[config.mk]
export PLATFORM = sky130hd
export DESIGN_NAME = gon_glb_writer
export DESIGN_NICKNAME = d
export VERILOG_FILES = /design/src/rtl/gon_glb_writer.sv
export SDC_FILE = /design/constraint.sdc
export NUM_CORES = 1
export LEC_CHECK = 0
export BUFFER_PORTS_ARGS = -buffer_cell sky130_fd_sc_hd__buf_2
export CAP_MARGIN = 0
export CORE_MARGIN = 1.5
export CORE_UTILIZATION = 45
export DETAILED_ROUTE_END_ITERATION = 6
export GPL_TIMING_DRIVEN = 0
export PLACE_DENSITY = 0.66
export REMOVE_ABC_BUFFERS = 1
export SYNTH_ARGS = -nofsm -noshare
export SYNTH_HDL_FRONTEND = slang
export SYNTH_SLANG_ARGS = --single-unit
[constraint.sdc]
create_clock -name i_clk -period 3.1 [get_ports i_clk]
set_input_delay 0.31 -clock i_clk [delete_from_list [all_inputs] [get_ports i_clk]]
set_output_delay 0.31 -clock i_clk [all_outputs]
set_load 0.05 [all_outputs]
[src/rtl/gon_glb_writer.sv]
`default_nettype none
// ============================================================================
// Module      : gon_glb_writer
// Description : Receives the serialized packet stream from the global output
//               network bus, packs PACK_NUM consecutive packets into one GLB
//               word and writes the words to consecutive GLB addresses from a
//               programmed base. Started by the top controller per transfer;
//               signals completion with a one-cycle done pulse.
// Ports       : i_clk, i_rst (async, active-low)
//               i_start, i_base_addr, i_word_cnt  -> transfer configuration
//               o_busy, o_done                     -> transfer status
//               i_packet, i_valid, o_ready         -> GON bus input side
//               o_glb_we, o_glb_addr, o_glb_wdata,
//               i_glb_ready                        -> GLB write side
// Revision    : 1.0 - initial release
// ============================================================================
module gon_glb_writer #(
    parameter int DATA_BITWIDTH = 8,
    parameter int PACK_NUM      = 4,
    parameter int ADDR_BITWIDTH = 10,
    parameter int LEN_BITWIDTH  = 10
) (
    input  logic                              i_clk,
    input  logic                              i_rst,
    input  logic                              i_start,
    input  logic [ADDR_BITWIDTH-1:0]          i_base_addr,
    input  logic [LEN_BITWIDTH-1:0]           i_word_cnt,
    output logic                              o_busy,
    output logic                              o_done,
    input  logic [DATA_BITWIDTH-1:0]          i_packet,
    input  logic                              i_valid,
    output logic                              o_ready,
    output logic                              o_glb_we,
    output logic [ADDR_BITWIDTH-1:0]          o_glb_addr,
    output logic [PACK_NUM*DATA_BITWIDTH-1:0] o_glb_wdata,
    input  logic                              i_glb_ready
);

    localparam int                c_LANE_BITS = (PACK_NUM > 1) ? $clog2(PACK_NUM) : 1;
    localparam logic [c_LANE_BITS-1:0] c_LAST_LANE = c_LANE_BITS'(PACK_NUM - 1);

    typedef enum logic [0:0] {
        S_IDLE = 1'b0,
        S_RUN  = 1'b1
    } state_t;

    state_t                                r_state;
    state_t                                w_state_next;

    logic [ADDR_BITWIDTH-1:0]              r_addr;
    logic [LEN_BITWIDTH-1:0]               r_remaining;
    logic [LEN_BITWIDTH-1:0]               r_word_cnt;
    logic [LEN_BITWIDTH-1:0]               r_packed_words;
    logic [c_LANE_BITS-1:0]                r_lane_idx;
    // Only the lower PACK_NUM-1 lanes need storage: the top lane is taken
    // straight from the bus on the packet that completes the word.
    logic [PACK_NUM-2:0][DATA_BITWIDTH-1:0] r_lanes;
    logic [PACK_NUM*DATA_BITWIDTH-1:0]     r_wdata;
    logic                                  r_glb_we;
    logic                                  r_done;

    logic                                  w_start_ok;
    logic                                  w_ready;
    logic                                  w_final_wr;
    logic                                  w_xfer;
    logic                                  w_word_done;
    logic                                  w_wr_hs;
    logic [PACK_NUM*DATA_BITWIDTH-1:0]     w_full_word;

    assign w_wr_hs     = r_glb_we && i_glb_ready;
    assign w_xfer      = i_valid && w_ready;
    assign w_word_done = w_xfer && (r_lane_idx == c_LAST_LANE);
    assign w_full_word = {i_packet, r_lanes};

    // ------------------------------------------------------------------
    // State register
    // ------------------------------------------------------------------
    always_ff @(posedge i_clk or negedge i_rst) begin
        if (!i_rst) begin
            r_state <= S_IDLE;
        end else begin
            r_state <= w_state_next;
        end
    end

    // ------------------------------------------------------------------
    // Next-state and control decode
    // ------------------------------------------------------------------
    always_comb begin
        w_state_next = r_state;
        w_start_ok   = 1'b0;
        w_ready      = 1'b0;
        w_final_wr   = 1'b0;
        case (r_state)
            S_IDLE: begin
                if (i_start) begin
                    w_start_ok = 1'b1;
                    if (i_word_cnt != '0) begin
                        w_state_next = S_RUN;
                    end
                end
            end
            S_RUN: begin
                // A pending write that the GLB refuses this cycle must block
                // the packet that could otherwise overwrite the output word.
                w_ready = (r_packed_words < r_word_cnt) && (!r_glb_we || i_glb_ready);
                if (w_wr_hs && (r_remaining == LEN_BITWIDTH'(1))) begin
                    w_final_wr   = 1'b1;
                    w_state_next = S_IDLE;
                end
            end
            default: begin
                w_state_next = S_IDLE;
            end
        endcase
    end

    // ------------------------------------------------------------------
    // Datapath: lane packing, output word register, address/count tracking
    // ------------------------------------------------------------------
    always_ff @(posedge i_clk or negedge i_rst) begin
        if (!i_rst) begin
            r_addr         <= '0;
            r_remaining    <= '0;
            r_word_cnt     <= '0;
            r_packed_words <= '0;
            r_lane_idx     <= '0;
            r_lanes        <= '0;
            r_wdata        <= '0;
            r_glb_we       <= 1'b0;
            r_done         <= 1'b0;
        end else begin
            r_done <= (w_start_ok && (i_word_cnt == '0)) || w_final_wr;

            if (w_start_ok) begin
                r_addr         <= i_base_addr;
                r_remaining    <= i_word_cnt;
                r_word_cnt     <= i_word_cnt;
                r_packed_words <= '0;
                r_lane_idx     <= '0;
                r_glb_we       <= 1'b0;
            end else begin
                if (w_xfer) begin
                    // PACK_NUM is a power of two, so the natural wrap of the
                    // index width gives the modulo-PACK_NUM sequence.
                    r_lane_idx <= r_lane_idx + c_LANE_BITS'(1);
                    for (int i = 0; i < PACK_NUM - 1; i++) begin
                        if (r_lane_idx == c_LANE_BITS'(i)) begin
                            r_lanes[i] <= i_packet;
                        end
                    end
                end

                if (w_word_done) begin
                    r_wdata        <= w_full_word;
                    r_packed_words <= r_packed_words + LEN_BITWIDTH'(1);
                end

                if (w_wr_hs) begin
                    r_addr      <= r_addr + ADDR_BITWIDTH'(1);
                    r_remaining <= r_remaining - LEN_BITWIDTH'(1);
                end

                // A word completing in the same cycle as a handshake keeps
                // the request asserted for the freshly loaded word.
                if (w_word_done) begin
                    r_glb_we <= 1'b1;
                end else if (w_wr_hs) begin
                    r_glb_we <= 1'b0;
                end
            end
        end
    end

    assign o_busy      = (r_state == S_RUN);
    assign o_done      = r_done;
    assign o_ready     = w_ready;
    assign o_glb_we    = r_glb_we;
    assign o_glb_addr  = r_addr;
    assign o_glb_wdata = r_wdata;

endmodule
`default_nettype wire

==> results by group, run 1 <==
Drt
  – ANT nets after route: 0
  – Avg Vias per Cell: between 5 and 6
  – Drt total wl: between 9000 and 10000 um
  – Wire per inst: around 15 um
  – DR vias: ~3.0k
  – DRC: 0
  – Starting DRT DRC Count: 130
  – First-pass DRT Iterations: 4

Pwr
  – Net Sw Power: around 2600 uW
  – Total leakage power: 0.00258 uW
  – Peak supply drop: a little under 0.0007 V
  – Clock share of power: ~14%
  – Internal cell power: ~3200 uW
  – Sequential share of power: approximately 39%
  – Power density over the cells: between 1000 and 1500 mW/mm^2
  – Switching share of power: between 40% and 50%
  – Gate power share: 46.3%

Flow run
  – Max-cap violations: 0

Critical path
  – Worst Setup End Kind: output port
  – Critical Path Source Type: register
  – Crit path required time: 2790 ps
  – Crit-path max FO: 18
  – CP Class: register to output port
  – Crit path DAT: 2560 ps

Die
  – I/O pin count: 79
  – Floorplan core area: just under 0.01 mm^2
  – Die height: around 100 um
  – Site Rows: 36
  – Die Span X: 105 um
  – Initial Util: a little under half
  – Die ar.: between 0.01 and 0.015 mm^2

Yosys
  – Ys flop type: dfrtp_1
  – Syn Area/Cell: roughly 12 um^2
  – Distinct cells, synth: 41
  – Asr flop ratio synth: between 90% and 100%
  – Number of synthesized flops with an enable pin: 0
  – Register bit total from synthesis: ~100
  – Seq/Total Area, Yosys: a little over half
  – Yosys Warn Count: 0
  – Mapped Area: roughly 0.0046 mm^2
  – Synthesized netlist cell count: approximately 380

Placed design
  – GP Congestion: ~0.8
  – Dpl hpwl: ~6400 um
  – Place WS: approximately 270 ps
  – IO Port Bufs: 78

STA
  – RSZ-0062 raised after global routing: no
  – Final Max Slew Viols: 0
  – Clock period minus worst slack: around 2900 ps
  – Fin crit share: 92.5%
  – Final setup viols: 0
  – Setup WS post-layout: 231 ps
  – Setup TNS: 0 ps
  – Worst Tran Pin Value: 866 ps
  – Achievable Freq: approximately 350 MHz
  – Setup Skew: about 13 ps
  – Max-slew headroom: a little over two fifths
  – Final Hold Fails: 0

Cells and area
  – Proportion of layout cells with a drive suffix above 1: 35.3%
  – Fillers: 855
  – Antenna diodes: 0
  – Synth-to-Final Area Change: 16.1%
  – Final net count: around 500

CTS
  – Clock-pin slew on the worst setup and hold paths: 110 ps
  – Num CTS Buffers: 9
  – CTS tree: yes
  – Clk buf depth: 2
  – H-tree depth: 3
  – Root buffer cell: clkbuf_8
  – Resize count post-CTS: 0
  – Clk sink count: a little over 100
  – Clock Latency Late Sink: between 300 and 400 ps

Run status
  – Outcome: completed

Global route
  – Number of global-route vias before repair: roughly 3.1k
  – Total global-route track usage: 18.0%
  – Total global routing overflow: 0
  – Initial antenna violation count: 0
  – First-pass GRT wire length: 15500 um
  – Pin count of the biggest net entering global routing: 62

Hold path
  – Min-Delay Path Class: input port to register
==> cell type report <==
| type | instances | area, um^2 | share of cell area (%) |
|---|---|---|---|
| clock inverters | 6 | 66.3 | 1.23 |
| inverters | 14 | 52.6 | 0.975 |
| clock buffers | 10 | 138 | 2.55 |
| repair buffers | 81 | 450 | 8.36 |
| flip-flops and latches | 101 | 2530 | 46.9 |
| well taps | 133 | 166 | 3.09 |
| multi-input cells | 253 | 1990 | 36.9 |
==> metal layers <==
layer  routed length (um)  vias to the layer above  global-route usage, %
li1                     -                     1486                      -
met1                 4220                     1469                   23.3
met2                 4310                       79                   28.9
met3                  517                        6                   4.49
met4                  104                        0                   7.14
met5                    0                        -                      0
==> layout by cell type (no fill, tap or decap), types with 5 or more instances in the layout <==
| cell type | count |
|---|---|
| xnor2_1 | 12 |
| mux2_4 | 19 |
| ha_1 | 17 |
| mux2_2 | 38 |
| nor2_1 | 13 |
| nand3_1 | 10 |
| mux2i_1 | 6 |
| inv_1 | 14 |
| o21ai_0 | 31 |
| a21oi_1 | 6 |
| buf_2 | 77 |
| nand2_1 | 45 |
| dfrtp_1 | 101 |
| xor2_1 | 7 |
| and2_1 | 5 |
| clkbuf_8 | 10 |
| nor4_1 | 6 |
==> cells in the mapped netlist, types with 7 or more instances <==
cell      instances  area [um^2]
xor2_1            7         61.3
o21ai_0          31          155
nor2_1           13         48.8
clkbuf_1          8         30.0
mux2_2           38          428
xnor2_1          12          105
inv_1            14         52.6
dfrtp_1         101         2530
ha_1             17          213
nand2_1          45          169
nand3_1          10         50.1
mux2_4           19          285
==> critical path: stages (launching register included) <==
cell and delay, ps:
dfrtp_1 440, ha_1 300, a21oi_1 120, o21ai_0 150, a221oi_4 760, buf_2 400
==> cells by family (layout without fill, tap and decap cells) <==
kind of cell | count (synthesis) | in the layout | share of synthesized area [%]
buffers and inverters | 28 | 111 | 2.86
muxes | 63 | 63 | 16.7
xor gates and xnor gates | 19 | 19 | 3.59
DFF | 101 | 101 | 54.5
adders and majority gates | 17 | 17 | 4.58
and+or+nand+nor | 105 | 105 | 11.4
AOI/OAI and AO/OA | 49 | 49 | 6.42
==> power groups by stage <==
stage / Combinational (uW) / Clock (uW) / Sequential (uW)
2_1_floorplan: 1150 / 0 / 3220
3_3_place_gp: 2660 / 0 / 2290
3_5_place_dp: 2740 / 0 / 2320
4_1_cts: 2750 / 879 / 2300
5_1_grt: 2910 / 929 / 2380
6_report: 2710 / 845 / 2290
==> flip-flops by register name, indices dropped and copies added, names as in the netlist <==
name and flops:
o_busy 1, o_done 1, o_glb_addr 10, o_glb_wdata 32, o_glb_we 1, r_lane_idx 2
r_lanes 24, r_packed_words 10, r_remaining 10, r_word_cnt 10
==> stage by stage <==
step | area [um^2] | power (uW) | hold slack, ps | util (%) | std cells
2_1_floorplan | 4560 | 4370 | 14.4 | - | 368
3_3_place_gp | 5120 | 4950 | 468 | 51.9 | 579
3_5_place_dp | 5170 | 5060 | 340 | 52.4 | 581
4_1_cts | 5390 | 5920 | 115 | 54.6 | 598
5_1_grt | 5390 | 6220 | 132 | 54.6 | 598
6_report | 5390 | 5850 | 132 | 54.6 | 598
==> timing repair <==
action                                  in CTS  in global routing
setup buffers                                0                  0
hold buffers                                 1                  0
hold endpoints to repair                    40                  0
endpoints found under the setup margin       0                  0
==> path summary, 6_finish.rpt <==
kind	endpoint	cells past startpoint	start	slack, ps
hold reg to reg	o_glb_wdata[11]$_DFFE_PN0P_	1	r_lanes[11]$_DFFE_PN0P_	500
setup / recovery	o_ready	5	r_packed_words[5]$_DFFE_PN0P_	230
min in group asynchronous	r_word_cnt[5]$_DFFE_PN0P_	2	i_rst	460
setup reg to reg	o_glb_wdata[30]$_DFFE_PN0P_	6	r_packed_words[5]$_DFFE_PN0P_	260
hold / removal	o_glb_addr[9]$_DFFE_PN0P_	3	i_base_addr[9]	130
max in group asynchronous	r_lanes[4]$_DFFE_PN0P_	3	i_rst	1970
(Power assumes the default switching activity.)
==> run 2, diff against run 1 <==
--- a/config.mk
+++ b/config.mk
@@ -7,11 +7,13 @@
 export LEC_CHECK = 0
 export BUFFER_PORTS_ARGS = -buffer_cell sky130_fd_sc_hd__buf_2
 export CAP_MARGIN = 0
+export CELL_PAD_IN_SITES_DETAIL_PLACEMENT = 0
+export CELL_PAD_IN_SITES_GLOBAL_PLACEMENT = 1
 export CORE_MARGIN = 1.5
 export CORE_UTILIZATION = 45
 export DETAILED_ROUTE_END_ITERATION = 6
 export GPL_TIMING_DRIVEN = 0
-export PLACE_DENSITY = 0.66
+export PLACE_DENSITY_LB_ADDON = 0.1
 export REMOVE_ABC_BUFFERS = 1
 export SYNTH_ARGS = -nofsm -noshare
 export SYNTH_HDL_FRONTEND = slang
==> results by group, run 2 (same netlist as run 1, synthesis figures left out) <==
Critical path
  – CP Class: register to output port (unchanged)
  – FF-to-FF setup slack: 300 ps (was 260 ps)
  – Crit path DAT: 2550 ps (was 2560 ps)
  – Crit-path max FO: 18 (unchanged)
  – CP max stage cell: a221oi_4 (unchanged)
  – WP buf/inv: 1 (unchanged)
  – CP cell instances: ha_1 -> a21oi_1 -> o21ai_0 -> a221oi_4 -> buf_2 (unchanged)
  – Worst Setup End Kind: output port (unchanged)
  – Cells on worst reg2reg path: 6 (unchanged)
  – Critical Path Max Stage Delay: 750 ps (was 760 ps)
  – Delay-heaviest family, CP: compound AO/OA/AOI/OAI gates (unchanged)
  – Origin of the critical flop-to-flop path: r_packed_words[5]$_DFFE_PN0P_ (unchanged)
  – Critical Path Source Type: register (unchanged)
  – Crit path required time: 2790 ps (about the same)
  – R2R Path End: o_glb_wdata[25]$_DFFE_PN0P_ (was o_glb_wdata[30]$_DFFE_PN0P_)

CTS
  – Root buffer cell: clkbuf_8 (unchanged)
  – Clk sink count: 101 (unchanged)
  – CTS tree: yes (unchanged)
  – H-tree depth: 3 (unchanged)
  – Clock-pin slew on the worst setup and hold paths: 100 ps (was 110 ps)
  – Num CTS Buffers: 9 (unchanged)
  – Clk buf depth: 2 (unchanged)
  – Clock Latency Late Sink: 370 ps (was 380 ps)
  – Resize count post-CTS: 0 (unchanged)

STA
  – Final setup viols: 0 (unchanged)
  – Clock period minus worst slack: 2860 ps (was 2870 ps)
  – Achievable Freq: 350 MHz (was 349 MHz)
  – Setup Skew: 11.6 ps (was 13.2 ps)
  – Max-slew headroom: 43.9% (was 42.3%)
  – Worst Tran Pin Value: 842 ps (was 866 ps)
  – Fin crit share: 92.1% (was 92.5%)
  – Final Hold Fails: 0 (unchanged)
  – Final Max Slew Viols: 0 (unchanged)
  – RSZ-0062 raised after global routing: no (unchanged)

Pwr
  – Total leakage power: 0.00258 uW (about the same)
  – Power density over the cells: 1080 mW/mm^2 (was 1090 mW/mm^2)
  – Power Total: 5810 uW (was 5850 uW)
  – Peak supply drop: 0.000683 V (was 0.000675 V)

Die
  – Die ar.: 0.0109 mm^2 (unchanged)
  – Floorplan core area: 0.00986 mm^2 (unchanged)
  – Site Rows: 36 (unchanged)
  – Initial Util: 47.0% (unchanged)
  – Die height: 105 um (unchanged)
  – I/O pin count: 79 (unchanged)
  – Die Span X: 105 um (unchanged)

Cells and area
  – Antenna diodes: 0 (unchanged)
  – Commonest non-fill, non-tap cell in the layout: dfrtp_1 (unchanged)
  – Max reg flops: 32 (unchanged)
  – Area used by multi-input combinational logic: 0.00199 mm^2 (unchanged)
  – Reg area: 0.00253 mm^2 (unchanged)
  – Synth-to-Final Area Change: 15.8% (was 16.1%)
  – Final net count: 510 (unchanged)
  – Most frequent cells in the layout: dfrtp_1, buf_2, nand2_1, mux2_2, o21ai_0 (unchanged)
  – Proportion of layout cells with a drive suffix above 1: 35.1% (was 35.3%)
  – Fillers: 894 (was 855)
  – Core Util, Final: 54.5% (was 54.6%)

Placed design
  – Dpl hpwl: 6350 um (was 6400 um)
  – IO Port Bufs: 78 (unchanged)
  – GP Congestion: 0.733 (was 0.787)

Hold path
  – Min-Delay Path Class: input port to register (unchanged)
  – HP Start: i_base_addr[2] (was i_base_addr[9])
  – Hold path endpoint: o_glb_addr[2]$_DFFE_PN0P_ (was o_glb_addr[9]$_DFFE_PN0P_)
  – Hold path depth: 3 (unchanged)

Drt
  – Drt total wl: 9160 um (was 9150 um)
  – DR vias: 3050 (was 3040)
  – DRC: 0 (unchanged)
  – First-pass DRT Iterations: 4 (unchanged)
  – ANT nets after route: 0 (unchanged)
  – Starting DRT DRC Count: 127 (was 130)
  – Avg Vias per Cell: 5.10 (was 5.08)
  – Wire per inst: 15.3 um (about the same)

Global route
  – Total global routing overflow: 0 (unchanged)
  – Total global-route track usage: 18.2% (was 18.0%)
  – Number of global-route vias before repair: 3179 (was 3084)
  – Initial antenna violation count: 0 (unchanged)
  – First-pass GRT wire length: 15800 um (was 15500 um)
  – Pin count of the biggest net entering global routing: 69 (was 62)

Run status
  – Outcome: completed (unchanged)

Flow run
  – Max-cap violations: 0 (unchanged)
==> run 2: power breakdown <==
group          switching, uW  internal, uW
combinational           1750           950
clock                    488           332
sequential               376          1910
==> run 2: repair_timing <==
| item | in CTS | in global routing |
|---|---|---|
| hold buffers | 1 | 0 |
| endpoints found under the setup margin | 0 | 0 |
| endpoints found under the hold margin | 33 | 0 |
| setup buffers | 0 | 0 |
==> run 2: area by class of cell <==
class	instances	share of cell area (%)
tap	133	3.10
timing repair buffer	81	8.39
clock buffer	11	2.63
multi-input combinational	253	37.0
inverter	14	0.978
sequential	101	47.1
clock inverter	5	0.862
==> run 2: worst register-to-register path, stage by stage, from the launching register on <==
cell and delay (ps):
dfrtp_1 450, ha_1 320, a21oi_1 120, o21ai_0 150
a221oi_4 750, nand2_4 480, mux2_4 440
==> run 2: worst max-delay path by stage <==
| stage | slack [ps] | to | start | depth (start not counted) |
|---|---|---|---|---|
| detailed placement | 260 | o_glb_wdata[30]$_DFFE_PN0P_ | r_packed_words[3]$_DFFE_PN0P_ | 6 |
| global route | 60 | o_ready | r_packed_words[5]$_DFFE_PN0P_ | 5 |
| finish | 240 | o_ready | r_packed_words[5]$_DFFE_PN0P_ | 5 |
| floorplan | 260 | o_glb_wdata[13]$_DFFE_PN0P_ | r_packed_words[5]$_DFFE_PN0P_ | 6 |
| global placement | -570 | r_packed_words[0]$_DFFE_PN0P_ | o_busy$_DFF_PN0_ | 3 |
| CTS | 200 | o_ready | r_packed_words[3]$_DFFE_PN0P_ | 5 |
==> run 2: routing by layer <==
metal | share of wire, % | vias to the layer above | GRT usage (%)
met1 | 46 | 1502 | 23.5
li1 | - | 1482 | -
met4 | 1.3 | 0 | 5.95
met5 | 0 | - | 0
met3 | 5.1 | 9 | 5.55
met2 | 48 | 57 | 29.0
==> run 2: through the flow <==
stage	hold slack (ps)	area [um^2]	setup slack, ps	instances	TNS [ps]
3_5_place_dp	302	5170	259	581	0
3_3_place_gp	482	5120	-568	579	-12900
4_1_cts	124	5370	200	598	0
2_1_floorplan	14.4	4560	261	368	0
6_report	139	5370	244	598	0
5_1_grt	138	5370	55.8	598	0
